--- src/rtl/ascon_ctrl_fsm_pkg.sv ---
// Shared types and constants for the ASCON-128 control FSM.
package ascon_pack;

    localparam int unsigned RC_W       = 4;
    localparam int unsigned ROUNDS_A   = 12;
    localparam int unsigned ROUNDS_B   = 6;
    localparam logic [3:0]  LAST_ROUND = 4'd11;

    typedef enum logic [2:0] {
        S_IDLE     = 3'd0,
        S_INIT_RUN = 3'd1,
        S_WAIT_AD  = 3'd2,
        S_AD_RUN   = 3'd3,
        S_WAIT_PT  = 3'd4,
        S_PT_RUN   = 3'd5,
        S_FIN_RUN  = 3'd6,
        S_DONE     = 3'd7
    } ctrl_state_t;

endpackage

--- src/rtl/ascon_ctrl_fsm_round_counter.sv ---
// Round-constant counter: load, saturating increment, last-round flag.
module ascon_round_counter
    import ascon_pack::*;
(
    input  logic            clock_i,
    input  logic            reset_i,
    input  logic            load_i,
    input  logic [RC_W-1:0] load_val_i,
    input  logic            inc_i,
    output logic [RC_W-1:0] rc_o,
    output logic            last_o
);

    logic [RC_W-1:0] rc_q;
    logic [RC_W-1:0] rc_d;

    // Load wins over increment; never step past the last round.
    always_comb begin
        rc_d = rc_q;
        if (load_i) begin
            rc_d = load_val_i;
        end else if (inc_i && (rc_q != LAST_ROUND)) begin
            rc_d = rc_q + RC_W'(1);
        end
    end

    always_ff @(posedge clock_i) begin
        if (reset_i) begin
            rc_q <= '0;
        end else begin
            rc_q <= rc_d;
        end
    end

    assign rc_o   = rc_q;
    assign last_o = (rc_q == LAST_ROUND);

endmodule

--- src/rtl/ascon_ctrl_fsm.sv ---
// Control FSM sequencing the ASCON-128 permutation datapath through
// initialisation, AD, plaintext and finalisation.
module ascon_ctrl_fsm
    import ascon_pack::*;
#(
    parameter int unsigned ROUNDS_A = ascon_pack::ROUNDS_A,
    parameter int unsigned ROUNDS_B = ascon_pack::ROUNDS_B
) (
    input  logic            clock_i,
    input  logic            reset_i,
    input  logic            start_i,
    input  logic            data_valid_i,
    input  logic            ad_last_i,
    input  logic            pt_last_i,
    output logic            data_ready_o,
    output logic            selectionp_o,
    output logic            enable_o,
    output logic            bypass_begin_o,
    output logic            bypass_end_o,
    output logic            mode_int_ext_o,
    output logic            mode_init_data_o,
    output logic [RC_W-1:0] round_o,
    output logic            cipher_valid_o,
    output logic            tag_valid_o,
    output logic            busy_o
);

    localparam logic [RC_W-1:0] RC_A_FIRST = RC_W'(13 - ROUNDS_A);
    localparam logic [RC_W-1:0] RC_B_FIRST = RC_W'(13 - ROUNDS_B);
    localparam logic [RC_W-1:0] RC_B_ZERO  = RC_W'(12 - ROUNDS_B);
    localparam logic [RC_W-1:0] RC_A_ZERO  = RC_W'(12 - ROUNDS_A);

    ctrl_state_t     state_q, state_d;
    logic            ad_last_q, ad_last_d;
    logic            rc_load, rc_inc, rc_last;
    logic [RC_W-1:0] rc_load_val, rc;

    ascon_round_counter u_rc (
        .clock_i    (clock_i),
        .reset_i    (reset_i),
        .load_i     (rc_load),
        .load_val_i (rc_load_val),
        .inc_i      (rc_inc),
        .rc_o       (rc),
        .last_o     (rc_last)
    );

    always_ff @(posedge clock_i) begin
        if (reset_i) begin
            state_q   <= S_IDLE;
            ad_last_q <= 1'b0;
        end else begin
            state_q   <= state_d;
            ad_last_q <= ad_last_d;
        end
    end

    always_comb begin
        state_d     = state_q;
        ad_last_d   = ad_last_q;
        rc_load     = 1'b0;
        rc_load_val = '0;
        rc_inc      = 1'b0;
        case (state_q)
            S_IDLE: begin
                if (start_i) begin
                    state_d     = S_INIT_RUN;
                    rc_load     = 1'b1;
                    rc_load_val = RC_A_FIRST;
                end
            end
            S_INIT_RUN: begin
                if (rc_last) state_d = S_WAIT_AD;
                else         rc_inc  = 1'b1;
            end
            S_WAIT_AD: begin
                if (data_valid_i) begin
                    state_d     = S_AD_RUN;
                    ad_last_d   = ad_last_i;
                    rc_load     = 1'b1;
                    rc_load_val = RC_B_FIRST;
                end
            end
            S_AD_RUN: begin
                if (rc_last) state_d = ad_last_q ? S_WAIT_PT : S_WAIT_AD;
                else         rc_inc  = 1'b1;
            end
            S_WAIT_PT: begin
                if (data_valid_i) begin
                    rc_load = 1'b1;
                    if (pt_last_i) begin
                        state_d     = S_FIN_RUN;
                        rc_load_val = RC_A_FIRST;
                    end else begin
                        state_d     = S_PT_RUN;
                        rc_load_val = RC_B_FIRST;
                    end
                end
            end
            S_PT_RUN: begin
                if (rc_last) state_d = S_WAIT_PT;
                else         rc_inc  = 1'b1;
            end
            S_FIN_RUN: begin
                if (rc_last) state_d = S_DONE;
                else         rc_inc  = 1'b1;
            end
            S_DONE: begin
                state_d = S_IDLE;
                rc_load = 1'b1;
            end
            default: begin
                state_d = S_IDLE;
                rc_load = 1'b1;
            end
        endcase
    end

    // Datapath controls fall back to their quiet defaults while reset is asserted.
    always_comb begin
        data_ready_o     = 1'b0;
        selectionp_o     = 1'b1;
        enable_o         = 1'b0;
        bypass_begin_o   = 1'b1;
        bypass_end_o     = 1'b1;
        mode_int_ext_o   = 1'b0;
        mode_init_data_o = 1'b0;
        round_o          = '0;
        cipher_valid_o   = 1'b0;
        tag_valid_o      = 1'b0;
        if (!reset_i) begin
            case (state_q)
                S_IDLE: begin
                    selectionp_o = 1'b0;
                    enable_o     = start_i;
                    round_o      = RC_A_ZERO;
                end
                S_INIT_RUN, S_FIN_RUN: begin
                    enable_o = 1'b1;
                    round_o  = rc;
                    if (rc_last) bypass_end_o = 1'b0;
                end
                S_WAIT_AD: begin
                    data_ready_o   = 1'b1;
                    enable_o       = data_valid_i;
                    round_o        = RC_B_ZERO;
                    bypass_begin_o = 1'b0;
                end
                S_AD_RUN: begin
                    enable_o = 1'b1;
                    round_o  = rc;
                    if (rc_last && ad_last_q) begin
                        bypass_end_o     = 1'b0;
                        mode_init_data_o = 1'b1;
                    end
                end
                S_WAIT_PT: begin
                    data_ready_o   = 1'b1;
                    enable_o       = data_valid_i;
                    bypass_begin_o = 1'b0;
                    cipher_valid_o = data_valid_i;
                    mode_int_ext_o = pt_last_i;
                    round_o        = pt_last_i ? RC_A_ZERO : RC_B_ZERO;
                end
                S_PT_RUN: begin
                    enable_o = 1'b1;
                    round_o  = rc;
                end
                S_DONE: begin
                    tag_valid_o = 1'b1;
                end
                default: ;
            endcase
        end
    end

    assign busy_o = (state_q != S_IDLE);

endmodule

--- config.mk ---
export PLATFORM = sky130hd
export DESIGN_NAME = ascon_ctrl_fsm
export DESIGN_NICKNAME = d
export VERILOG_FILES = /design/src/rtl/ascon_ctrl_fsm_pkg.sv /design/src/rtl/ascon_ctrl_fsm_round_counter.sv /design/src/rtl/ascon_ctrl_fsm.sv
export SDC_FILE = /design/constraint.sdc
export NUM_CORES = 1
export LEC_CHECK = 0
export BUFFER_PORTS_ARGS = -buffer_cell sky130_fd_sc_hd__buf_4
export CORE_UTILIZATION = 46
export DETAILED_ROUTE_END_ITERATION = 16
export PLACE_DENSITY = 0.7
export RECOVER_POWER = 100
export SYNTH_ARGS = -nofsm -noshare
export SYNTH_HDL_FRONTEND = slang
export SYNTH_SLANG_ARGS = --single-unit
--- constraint.sdc ---
create_clock -name clock_i -period 2.1 [get_ports clock_i]
set_clock_uncertainty 0.2 [all_clocks]
set_input_delay 0.21 -clock clock_i [delete_from_list [all_inputs] [get_ports clock_i]]
set_output_delay 0.21 -clock clock_i [all_outputs]
set_load 0.005 [all_outputs]
==> results list, run 1 <==
- The run finished with clean final reports.
- Worst Setup Path Type: reg2out
- Routed len/inst: approximately 15 um
* Cell leakage power: 0.3518 nW
- Compound-gate portion of the synthesized area: 0.3367
* Ant diodes: 0
- The final max-slew violation count came to 0.
- Of the total synthesized cell area, the portion taken by AND, OR, NAND and NOR gates is 0.3032.
- Fill cell count: 143
* Maximum fanout along the worst path: 18
* Smallest hold slack: 0.01818 ns
- Subtracting the final worst setup slack from the clock period gives between 1.5 and 2 ns.
* Die extent in x: 42.30 um
- Port buffering added 19 buffers.
* Placed Area: 885.9 um2
- GRT Resource Usage Total: 0.2331
- After synthesis, the share of flip-flops with an asynchronous set or reset is 0.
* Critical Path End Type: primary output
- In the synthesized netlist, the number of instances is 102.
* Layout cell share with drive strength beyond 1: 0.2521
- Setup violations remaining at the end of the flow were counted as 0.
- Number of routed nets with antenna violations: 0
- DIE AREA: 1789 um2
- Die height: between 40 and 50 um
- For this block, the via count after detailed routing is 838.
* Pin count of the biggest net entering global routing: 19
- Area share of xor/xnor cells in the synthesized design: 0
* Num CTS Buffers: 3
- Worst hold-check path type: in2reg
* Seq/Total Area, Yosys: 0.2144
* Cts-stage hold buffer count: 0
- The longest clock path from root to sink contains 2 buffers.
* Final #Nets: 128
* Post-synth EDFFs: 0
- Crit path launch type: flop
* Portion of the clock cycle consumed by the worst path in the final layout: 0.9320
- After detailed routing, the number of remaining DRC violations is 0.
- The first global-routing pass estimated 3153 um of wire.
* Unrepaired setup endpoints after global routing: false
* Clock latency at the later pin of the worst-skew pair: around 0.26 ns
- After synthesis, the largest family of logic cells by area is compound AO/OA/AOI/OAI gates.
- For the pin with the worst max-slew slack, the measured transition is 0.5236 ns.
- P per Cell Area: 489.4 nW/um2
* Worst EP arrival: approximately 1.6 ns
- At the end of routability-driven placement, the weighted congestion stood at approximately 0.87.
- Area of the core: ~1500 um2
- In this run the clock root is driven by a sky130_fd_sc_hd__clkbuf_4.
- The share of synthesized area in the top cell type comes to 0.2144.
- Count leader, synth: sky130_fd_sc_hd__a21oi_1
- Summed area of non-filler cells in the final layout: 909.6 um2
- Fraction of synthesized area in multiplexers: 0.01340
* Final WL: 1960 um
- For this block, the initial DRC count from the detailed router was 43.
- Post-Syn Nets: 109
- Yosys cell types: 41
* I/O pin count: 20
* Leading cell types by total area after synthesis: sky130_fd_sc_hd__dfxtp_1, sky130_fd_sc_hd__a21oi_1, sky130_fd_sc_hd__nand2_1, sky130_fd_sc_hd__o21ai_0, sky130_fd_sc_hd__buf_6
* Via-to-Cell Ratio: a little over 6
* Synthesis-to-finish area growth: 21.78%
- Clock-pin slew was measured on the worst setup and hold paths at 0.05 ns.
- The clock drives 8 sinks.
* Cell area after synthesis: roughly 750 um2
- Final count of hold timing violations: 0
- The sequential cells in the finished layout cover a total of 163.9 um2.
- Total number of yosys warnings: 0
* First-pass iteration count of the detailed router: 4
- After synthesis the netlist holds a flip-flop and latch count of 8.
- Among all flip-flop cells after synthesis, the most frequent one is sky130_fd_sc_hd__dfxtp_1.
- Synth top cells by count: sky130_fd_sc_hd__a21oi_1, sky130_fd_sc_hd__nand2_1, sky130_fd_sc_hd__dfxtp_1
- Summing all multi-input logic gate instances after layout gives around 510 um2.
* Sum of net half-perimeters after detailed placement: 1425 um
* Total Neg Setup Slack: 0 ns
* Via count of the first global-routing pass: roughly 670
* Number of maximum-capacitance violations: 0
- Initial antenna violation count: 0
* Mapped Avg Cell Area: about 7.3 um2
- Initial Util: 0.4958
* Deepest level of the CTS H-tree: 1
* Cell accounting for the most synthesized area: sky130_fd_sc_hd__dfxtp_1
- VDD sags by at most ~0.00032 V.
- Of the total synthesized cell area, the portion taken by full adders, half adders and majority gates is 0.03015.
- The floorplan has 14 rows.
- For this run the aggregate overflow at the end of global routing stands at 0.
- Clock tree from TritonCTS: built
* Worst EP required: ~1.7 ns
* Total Power Consumption: 0.4452 mW
- Measured against its own limit, the worst slew margin works out to 0.6504.
* Max Freq: 0.5109 GHz
==> repair_timing <==
item                       4_1_cts  5_1_grt
gates resized for setup          1        3
gates cloned                     0        0
buffers inserted                 0        0
setup endpoints to repair        1        3
==> critical path: stages, from the launching register on <==
cell and delay (ns):
sky130_fd_sc_hd__dfxtp_2 0.49, sky130_fd_sc_hd__nand3b_1 0.15, sky130_fd_sc_hd__and2_0 0.28, sky130_fd_sc_hd__nor3b_1 0.22, sky130_fd_sc_hd__buf_4 0.14
==> flip-flops by register name, indices dropped and copies added (netlist names) <==
name       flops
u_rc.rc_o      4
state_q        3
ad_last_q      1
==> final cells by class <==
| class | count | share of cell area |
|---|---|---|
| inverter | 6 | 0.02476 |
| multi-input combinational | 79 | 0.5626 |
| sequential | 8 | 0.1802 |
| tap | 16 | 0.02201 |
| clock buffer | 3 | 0.02476 |
| timing repair buffer | 23 | 0.1857 |
==> report_power, final <==
part | total, mW | internal (mW) | switching [mW] | leakage (nW)
combinational | 0.142 | 0.0688 | 0.0727 | 0.271
clock | 0.123 | 0.0657 | 0.0573 | 0.0138
sequential | 0.181 | 0.163 | 0.0178 | 0.0665
==> routing by layer <==
metal	routed length, um	GRT usage	up-vias
met3	193	0.06897	2
met1	936	0.3475	372
met2	820	0.3262	45
met4	10	0.05625	0
met5	0	0	-
li1	-	-	419
==> metrics by stage <==
step                setup slack, ns    util  cells
finish                       0.1428  0.6038    135
CTS                         0.04902  0.6038    135
floorplan                    0.4388       -    102
global placement             0.2076  0.5880    132
detailed placement           0.1767  0.5880    132
global route                0.03600  0.6038    135
==> cells by family after synthesis <==
| logic type | Yosys count |
|---|---|
| AND/OR/NAND/NOR | 40 |
| adder cells (fa/ha/maj) | 2 |
| AO/OA/AOI/OAI | 36 |
| buffers and inverters | 15 |
| multiplexers | 1 |
| flip-flops | 8 |
==> worst paths after layout <==
kind,depth (start not counted),to,startpoint,slack (ns)
worst max-delay path,4,round_o[0],state_q[2]$_SDFFE_PP0P_,0.14
worst min-delay path,3,ad_last_q$_SDFFE_PP0P_,ad_last_i,0.02
worst max register to register,4,u_rc.rc_o[3]$_SDFFE_PP0P_,state_q[2]$_SDFFE_PP0P_,0.29
worst min register to register,2,ad_last_q$_SDFFE_PP0P_,ad_last_q$_SDFFE_PP0P_,0.32
==> cell usage in the layout, fill, tap and decap left out, types with 4 or more instances in the layout <==
master / Yosys / layout
sky130_fd_sc_hd__nand3_1: 4 / 4
sky130_fd_sc_hd__o21ai_0: 6 / 6
sky130_fd_sc_hd__clkbuf_4: 0 / 5
sky130_fd_sc_hd__nand2_1: 9 / 9
sky130_fd_sc_hd__a21oi_1: 11 / 11
sky130_fd_sc_hd__nor2_1: 4 / 4
sky130_fd_sc_hd__dfxtp_1: 8 / 5
sky130_fd_sc_hd__inv_1: 6 / 6
sky130_fd_sc_hd__buf_4: 0 / 20
No activity file was read; power rests on OpenSTA's default activity.
==> run 2: changes to the inputs <==
- GPL_TIMING_DRIVEN: unset -> 0
- clock period: 2.1 -> 2.4 ns (I/O delays scaled with it)
==> run 2 against run 1 <==
Against the previous run: final cell count is 3.7% higher; final area grew 2.8%; clock power decreased by 11%; largest power group unchanged.
==> results list, run 2 (same netlist as run 1, synthesis figures left out) <==
- Outcome: completed
- Critical-path top delay cell: sky130_fd_sc_hd__dfxtp_1
* Reg2reg path depth: 6 (+2)
* Relative contribution of the clock network to total power: 0.278 (+0.002)
* Number of routed nets with antenna violations: 0 (unchanged)
- Routed len/inst: 14.50 um (-0.13%)
- The width of the chip was 42.30 um (unchanged).
* Met2 track utilization from global routing: 0.3508 (+0.02462)
* Critical Path End Type: primary output
- In the layout the commonest cells are sky130_fd_sc_hd__buf_4, sky130_fd_sc_hd__a21oi_1, sky130_fd_sc_hd__nand2_1.
- Sum of net half-perimeters after detailed placement: 1473 um (+3.3%)
- Maximum fanout along the worst path: 19 (+1)
- Portion of the clock cycle consumed by the worst path in the final layout: 0.9309
- Worst setup startpoint: state_q[0]$_SDFFE_PP0P_
* Min-Delay Startpoint: ad_last_i
- The combinational share of power came to 0.340 (+0.022).
- Number of failing setup endpoints in the final timing report: 0 (unchanged)
* Gp weighted congestion: 0.9293 (+7.1%)
- The count of inserted antenna diode cells was 0 (unchanged).
- Timing would allow up to 0.4476 GHz.
- The net switching power of the design is 0.1322 mW (-11%).
- After global routing, the most crowded layer is met1.
- The global-route congestion overflow total is 0 (unchanged).
* Pin count of the biggest net entering global routing: 11 (-8)
* Register-to-register path setup slack: 0.49 ns (+0.20 ns)
- Delay contributed by the slowest stage of the critical path: 0.36 ns (-0.13 ns)
- Clock slew seen by the registers of the worst setup and hold paths: 0.06 ns (about the same)
- The signal on the critical path passes through buf_2, inv_1, maj3_1, and2_0, buf_4.
* Worst R2R End: u_rc.rc_o[0]$_SDFFE_PP0P_
- Max clock buf depth: 2 (unchanged)
* Total Neg Setup Slack: 0 ns (unchanged)
- Broken down by cell family, the worst path's largest delay share belongs to buffers and inverters.
- GR met3 Demand/Resource: 0.02586 (-0.04310)
* Number of maximum-capacitance violations: 0 (unchanged)
- Initial detailed-routing violation count: 23 (-47%)
- Worst setup slack after placement: 0.4468 ns (+0.2701 ns)
* Layout cell share with drive strength beyond 1: 0.2339 (-0.01823)
- In this run the critical register-to-register path is launched from u_rc.rc_o[0]$_SDFFE_PP0P_.
- The vertical extent of the die came to 42.30 um (unchanged).
- Synthesis-to-finish area growth: 25.13%
* Internal power: 0.2626 mW (-12%)
* Sink Count: 8 (unchanged)
* Final #Nets: 133 (+3.9%)
- Clock latency at the later pin of the worst-skew pair: 0.26 ns (about the same)
- DIE AREA: 1789 um2 (unchanged)
* Final WL: 2030 um (+3.6%)
* Fraction of power spent switching nets: 0.3349 (+0.002905)
- The path class of the tightest hold or removal check is in2reg.
- The tree is rooted in a sky130_fd_sc_hd__clkbuf_4.
- The all-layer global routing usage was 0.2596 (+0.02646).
- The ratio of total power to cell area was 422.4 nW/um2 (-14%).
* First-pass iteration count of the detailed router: 4 (unchanged)
- Met1 Usage GRT: 0.3757 (+0.02818)
- The cell row count came to 14 (unchanged).
- TritonCTS built the clock tree.
* Summed area of non-filler cells in the final layout: 934.6 um2 (+2.8%)
- The number of endpoints with negative hold slack in the final report was 0 (unchanged).
- Hold Path Stages: 3 (unchanged)
- The number of global-route vias before repair is 792 (+19%).
- The worst relative slew slack is 0.6375 (-0.01295).
* Initial Util: 0.4958 (unchanged)
- Buf+Inv Stages, Crit Path: 3 (+2)
- The worst vdd rail ir drop was 0.0003159 V (about the same).
* Worst EP arrival: 1.79 ns (+0.24 ns)
- Max Transition Viols Final: 0 (unchanged)
- Worst Hold End: ad_last_q$_SDFFE_PP0P_
- The number of flip-flops in the largest register is 4 (unchanged).
* Setup bufs post-CTS: 0 (unchanged)
- Num CTS Buffers: 3 (unchanged)
- Final setup margin: 0.1659 ns (+0.02310 ns)
- Worst Setup Path Type: reg2out
- The final non-filler cell total is 140 (+3.7%).
- The static leakage came to 0.3719 nW (+5.7%).
- Transition time of the tightest slew-check pin: 0.5429 ns (+0.01939 ns)
- I/O pin count: 20 (unchanged)
* Number of stages on the worst setup path: 5 (+1)
- Port Buffer Count: 19 (unchanged)
- Placed Area: 909.6 um2 (+2.7%)
- The count of fill cells added during filler insertion is 152 (+6.3%).
- Area of the core: 1506 um2 (unchanged)
- The register area was 160.2 um2 (-2.3%).
* CTS resizes: 0 (-1)
- Worst EP required: 1.96 ns (+0.27 ns)
- Total number of vias: 878 (+4.8%)
- Sequential Power Share: 0.382 (-0.024)
- The via count normalized by instance count came to 6.271 (+1.0%).
- The number of antenna violations at the first check in global routing is 0 (unchanged).
- Drc violations: 0 (unchanged)
- Area of the multi-input gates: 510.5 um2 (-0.24%)
* Shortest clock period the worst path allows after layout: 2.234 ns
* Crit path launch type: flop
- Deepest level of the CTS H-tree: 1 (unchanged)
* Unrepaired setup endpoints after global routing: false
* Most common library cell in the layout ignoring fill and taps: sky130_fd_sc_hd__buf_4
- Global-route wire length before repair: 3512 um (+11%)
- Number of placed instances with taps included: 137 (+3.8%)
run 2: cell count changes in the layout (fill, tap and decap cells not counted), sizes merged:
cell,before,now
dlygate4sd3,0,1
clkbuf,6,9
buf,20,21
run 2: worst max-delay path by stage:
| stage | end | slack, ns |
|---|---|---|
| 2_1_floorplan | round_o[1] | 0.74 |
| 3_3_place_gp | bypass_end_o | 0.42 |
| 3_5_place_dp | bypass_end_o | 0.45 |
| 4_1_cts | bypass_end_o | 0.15 |
| 5_1_grt | round_o[1] | 0.04 |
| 6_report | round_o[1] | 0.17 |
run 2: final cells by class:
cell class | instances | share of cell area
Tap cell | 16 | 0.02142
Timing Repair Buffer | 20 | 0.1593
Multi-Input combinational cell | 79 | 0.5462
Sequential cell | 8 | 0.1714
Buffer | 8 | 0.05355
Inverter | 6 | 0.02410
Clock buffer | 3 | 0.02410
run 2: routing by layer:
metal	vias to the layer above	part of all wire
met1	401	0.47
li1	429	-
met3	11	0.066
met2	37	0.41
met4	0	0.048
met5	-	0
run 2: stage by stage:
step | hold slack, ns | util | total power, mW
after floorplan | 0.1185 | - | 0.2412
after global placement | 0.2584 | 0.6038 | 0.2860
after detailed placement | 0.2595 | 0.6038 | 0.2872
after CTS | 0.04183 | 0.6254 | 0.3980
after global routing | 0.07353 | 0.6204 | 0.4156
final | 0.03736 | 0.6204 | 0.3948
run 2: power by group through the flow:
stage / Clock [mW] / Combinational, mW / Sequential, mW
floorplan: 0 / 0.0904 / 0.151
global placement: 0 / 0.133 / 0.153
detailed placement: 0 / 0.134 / 0.154
CTS: 0.111 / 0.136 / 0.151
global route: 0.113 / 0.150 / 0.152
finish: 0.110 / 0.134 / 0.151
run 2: what timing repair did:
action | in CTS | in global routing
hold endpoints to repair | 2 | 0
hold buffers | 1 | 0
setup endpoints to repair | 0 | 1
run 2: worst reg2reg max path, cell delays in order, from the launching register on:
cell and delay [ns]:
sky130_fd_sc_hd__dfxtp_1 0.35, sky130_fd_sc_hd__ha_1 0.25, sky130_fd_sc_hd__and3b_1 0.17, sky130_fd_sc_hd__clkbuf_1 0.16
sky130_fd_sc_hd__a21oi_1 0.29, sky130_fd_sc_hd__a21oi_1 0.12, sky130_fd_sc_hd__o221a_1 0.26
==> run 3: changes to the inputs <==
- SYNTH_HIERARCHICAL: unset -> 1
==> run 3 against run 2 <==
Against the previous run: combinational power decreased by 22%; core utilization decreased by 2.2 points; synthesized cell count decreased by 7.8%; die area decreased by 1.4%; non-clock buffer count decreased by 4; clock power increased by 5%; critical path type unchanged; largest cell class unchanged; largest power group unchanged; highest routed layer unchanged.
==> results list, run 3 <==
* Outcome: completed
* Fraction of power spent switching nets: 0.3259 (-0.009017)
* Port Buffer Count: 19 (unchanged)
- The fmax was 0.4485 GHz (+0.20%).
- The all-layer global routing usage was 0.2313 (-0.02830).
* Cell area after synthesis: 735.7 um2 (-1.5%)
- STA classifies the critical path endpoint as a primary output.
- The number of synthesized flops with an enable pin is 0 (unchanged).
- The DRC violation total after the first TritonRoute iteration came to 9 (-61%).
- Initial Util: 0.4884 (-0.007475)
* Worst Setup Path Type: reg2out
- Number of maximum-capacitance violations: 0 (unchanged)
* Primary flip-flop cell chosen by synthesis mapping: sky130_fd_sc_hd__dfxtp_1
- The share of final-layout standard cells stronger than drive strength 1 is 0.2931 (+0.05923).
- Switch Pwr: 0.1211 mW (-8.4%)
- Synth top cells by count: sky130_fd_sc_hd__nor2_1, sky130_fd_sc_hd__dfxtp_1, sky130_fd_sc_hd__nand2_1
* Max clock buf depth: 2 (unchanged)
* Max Transition Viols Final: 0 (unchanged)
- The number of instances in the synthesized netlist is 94 (-7.8%).
* Worst VDD drop: 0.0002778 V (-12%)
- The critical path starts at u_rc/rc_o[1]$_SDFFE_PP0P_.
- Cell accounting for the most synthesized area: sky130_fd_sc_hd__dfxtp_1
* Share of power burned in combinational logic: 0.281 (-0.059)
- Area of the core: 1506 um2 (unchanged)
- The internal cell power is 0.2505 mW (-4.6%).
* Final #Nets: 125 (-6.0%)
- The most critical setup path has its endpoint at mode_init_data_o.
* First-pass iteration count of the detailed router: 4 (unchanged)
- Yosys cell types: 46 (+12%)
- The via count normalized by instance count was 5.712 (-8.9%).
- Routed len/inst: 13.46 um (-7.2%)
- Unrepaired setup endpoints after global routing: false
- Maximum fanout along the worst path: 10 (-9)
- The clock group share of total power is 0.309 (+0.031).
- Clock tree from TritonCTS: built
* Seq/Total Area, Yosys: 0.2177 (+0.003282)
- In this run the clock root is driven by a sky130_fd_sc_hd__clkbuf_4.
* Total number of vias: 754 (-14%)
* Num CTS Buffers: 3 (unchanged)
- The half-perimeter wire length after placement was 1301 um (-12%).
- Initial antenna violation count: 0 (unchanged)
- The number of flip-flops in the largest register came to 4 (unchanged).
- The per-instance average area after synthesis came to 7.827 um2 (+6.9%).
- The share of Yosys cell area claimed by the top area cell type is 0.2177 (+0.003282).
- Total number of yosys warnings: 6 (+6)
- The library cell used most frequently in the layout, excluding fill and tap cells, is sky130_fd_sc_hd__buf_4.
- Shortest clock period the worst path allows after layout: 2.230 ns (-0.004565 ns)
* Clock latency at the later pin of the worst-skew pair: 0.27 ns (about the same)
- The number of failing setup endpoints in the final timing report was 0 (unchanged).
* Register-to-register path setup slack: 0.19 ns (-0.30 ns)
* Final count of hold timing violations: 0 (unchanged)
- The total number of H-tree levels came to 1 (unchanged).
- Cts-stage hold buffer count: 0 (-1)
* Async SR Flop Fraction: 0 (unchanged)
- Worst EP required: 1.96 ns (about the same)
- STA classifies the critical path startpoint as a flop.
* DIE AREA: 1763 um2 (-1.4%)
* Global-route wire length before repair: 3036 um (-14%)
- Drc violations: 0 (unchanged)
* I/O pin count: 20 (unchanged)
- Total Neg Setup Slack: 0 ns (unchanged)
- The worst hold path belongs to the class in2reg.
- The remaining antenna violation count after routing is 0 (unchanged).
- Yosys instantiated no cell more often than sky130_fd_sc_hd__nor2_1.
- Final setup margin: 0.1705 ns (+0.004565 ns)
- In this run the critical register-to-register path is launched from state_q[1]$_SDFFE_PP0P_.
- By area the synthesized netlist is led by sky130_fd_sc_hd__dfxtp_1, sky130_fd_sc_hd__nor2_1, sky130_fd_sc_hd__and4bb_2, sky130_fd_sc_hd__nand2_1, sky130_fd_sc_hd__a21oi_1.
- The number of global-route vias before repair came to 693 (-13%).
- The synthesized flop and latch total was 8 (unchanged).
* Cell leakage power: 0.3873 nW (+4.1%)
* Pin count of the biggest net entering global routing: 11 (unchanged)
- The cell row count came to 14 (unchanged).
* Setup bufs post-CTS: 0 (unchanged)
- Sequential Power Share: 0.410 (+0.028)
- Relative to the synthesized area, the layout overhead comes to 22.45%.
- The arrival time at the worst endpoint came to 1.79 ns (about the same).
* Worst R2R End: u_rc/rc_o[0]$_SDFFE_PP0P_
- CTS resizes: 0 (unchanged)
- The clock transition at the register clock pins on the worst setup and hold paths after CTS was 0.06 ns (about the same).
* Congestion Overflow GR: 0 (unchanged)
- The total nets after synthesis came to 101 (-7.3%).
- The ratio of final minimum period to clock period came to 0.9290 (-0.001902).
* P per Cell Area: 412.5 nW/um2 (-2.4%)
* Ant diodes: 0 (unchanged)
- The width of the chip was 41.99 um (-0.72%).
* Final WL: 1777 um (-12%)
* Sink Count: 8 (unchanged)
* Die height: 41.99 um (-0.72%)
* Reg2reg path depth: 7 (+1)
- Worst setup slack after placement: 0.2144 ns (-0.2324 ns)
- Most frequent cells in the layout: sky130_fd_sc_hd__buf_4, sky130_fd_sc_hd__nor2_1, sky130_fd_sc_hd__nand2_1, sky130_fd_sc_hd__dfxtp_1, sky130_fd_sc_hd__clkbuf_4
- Gp weighted congestion: 0.8007 (-14%)
## run 3: power groups by stage
stage / registers [mW] / clock network, mW / logic (mW)
after floorplan: 0.152 / 0 / 0.0740
after global placement: 0.155 / 0 / 0.107
after detailed placement: 0.155 / 0 / 0.110
after CTS: 0.152 / 0.119 / 0.110
after global routing: 0.154 / 0.120 / 0.117
final: 0.153 / 0.115 / 0.104
## run 3: worst max-delay path, stage by stage, from the launching register on
cell and delay (ns):
sky130_fd_sc_hd__dfxtp_1 0.40, sky130_fd_sc_hd__ha_1 0.22, sky130_fd_sc_hd__and3b_4 0.28, sky130_fd_sc_hd__nand4_1 0.13, sky130_fd_sc_hd__or2_0 0.27, sky130_fd_sc_hd__nor2_1 0.10, sky130_fd_sc_hd__buf_4 0.12
## run 3: cell type report
class | count | area, um2
Tap cell | 16 | 20.02
Multi-Input combinational cell | 75 | 499.2
Buffer | 5 | 33.78
Fill cell | 157 | 605.6
Timing Repair Buffer | 19 | 142.6
Clock buffer | 3 | 22.52
Inverter | 6 | 22.52
Sequential cell | 8 | 160.2
## run 3: cell families (layout without fill, tap and decap cells)
logic type | Yosys count | in the layout | share of synthesized area
and+or+nand+nor | 44 | 44 | 0.3623
AOI/OAI and AO/OA | 23 | 23 | 0.2313
buffers and inverters | 11 | 33 | 0.08332
DFF | 8 | 8 | 0.2177
xor gates and xnor gates | 3 | 3 | 0.03572
muxes | 3 | 3 | 0.04761
adders and majority gates | 1 | 1 | 0.01700
other | 1 | 1 | 0.005097
## run 3: per-layer routing
metal / wire length (um) / global-route usage / vias to the layer above
li1: - / - / 387
met1: 904 / 0.3027 / 340
met2: 760 / 0.3656 / 22
met3: 65 / 0.02586 / 5
met4: 47 / 0.1355 / 0
met5: 0 / 0 / -
## run 3: worst min-delay path by stage
stage              start                         to  slack, ns  cells past startpoint
2_1_floorplan    reset_i  u_rc/rc_o[2]$_SDFFE_PP0P_       0.11                      1
3_3_place_gp   ad_last_i     ad_last_q$_SDFFE_PP0P_       0.28                      3
3_5_place_dp   ad_last_i     ad_last_q$_SDFFE_PP0P_       0.28                      3
4_1_cts        ad_last_i     ad_last_q$_SDFFE_PP0P_      0.003                      3
5_1_grt        ad_last_i     ad_last_q$_SDFFE_PP0P_       0.02                      3
6_report       ad_last_i     ad_last_q$_SDFFE_PP0P_      0.003                      3
## run 3: per-stage QoR
stage	power (mW)	cell area [um2]	instances	hold WS (ns)	util
2_1_floorplan	0.2263	735.7	94	0.1091	-
3_3_place_gp	0.2623	898.4	129	0.2798	0.5963
3_5_place_dp	0.2650	898.4	129	0.2835	0.5963
4_1_cts	0.3813	920.9	132	0.003391	0.6113
5_1_grt	0.3916	900.9	132	0.01790	0.5980
6_report	0.3716	900.9	132	0.003385	0.5980
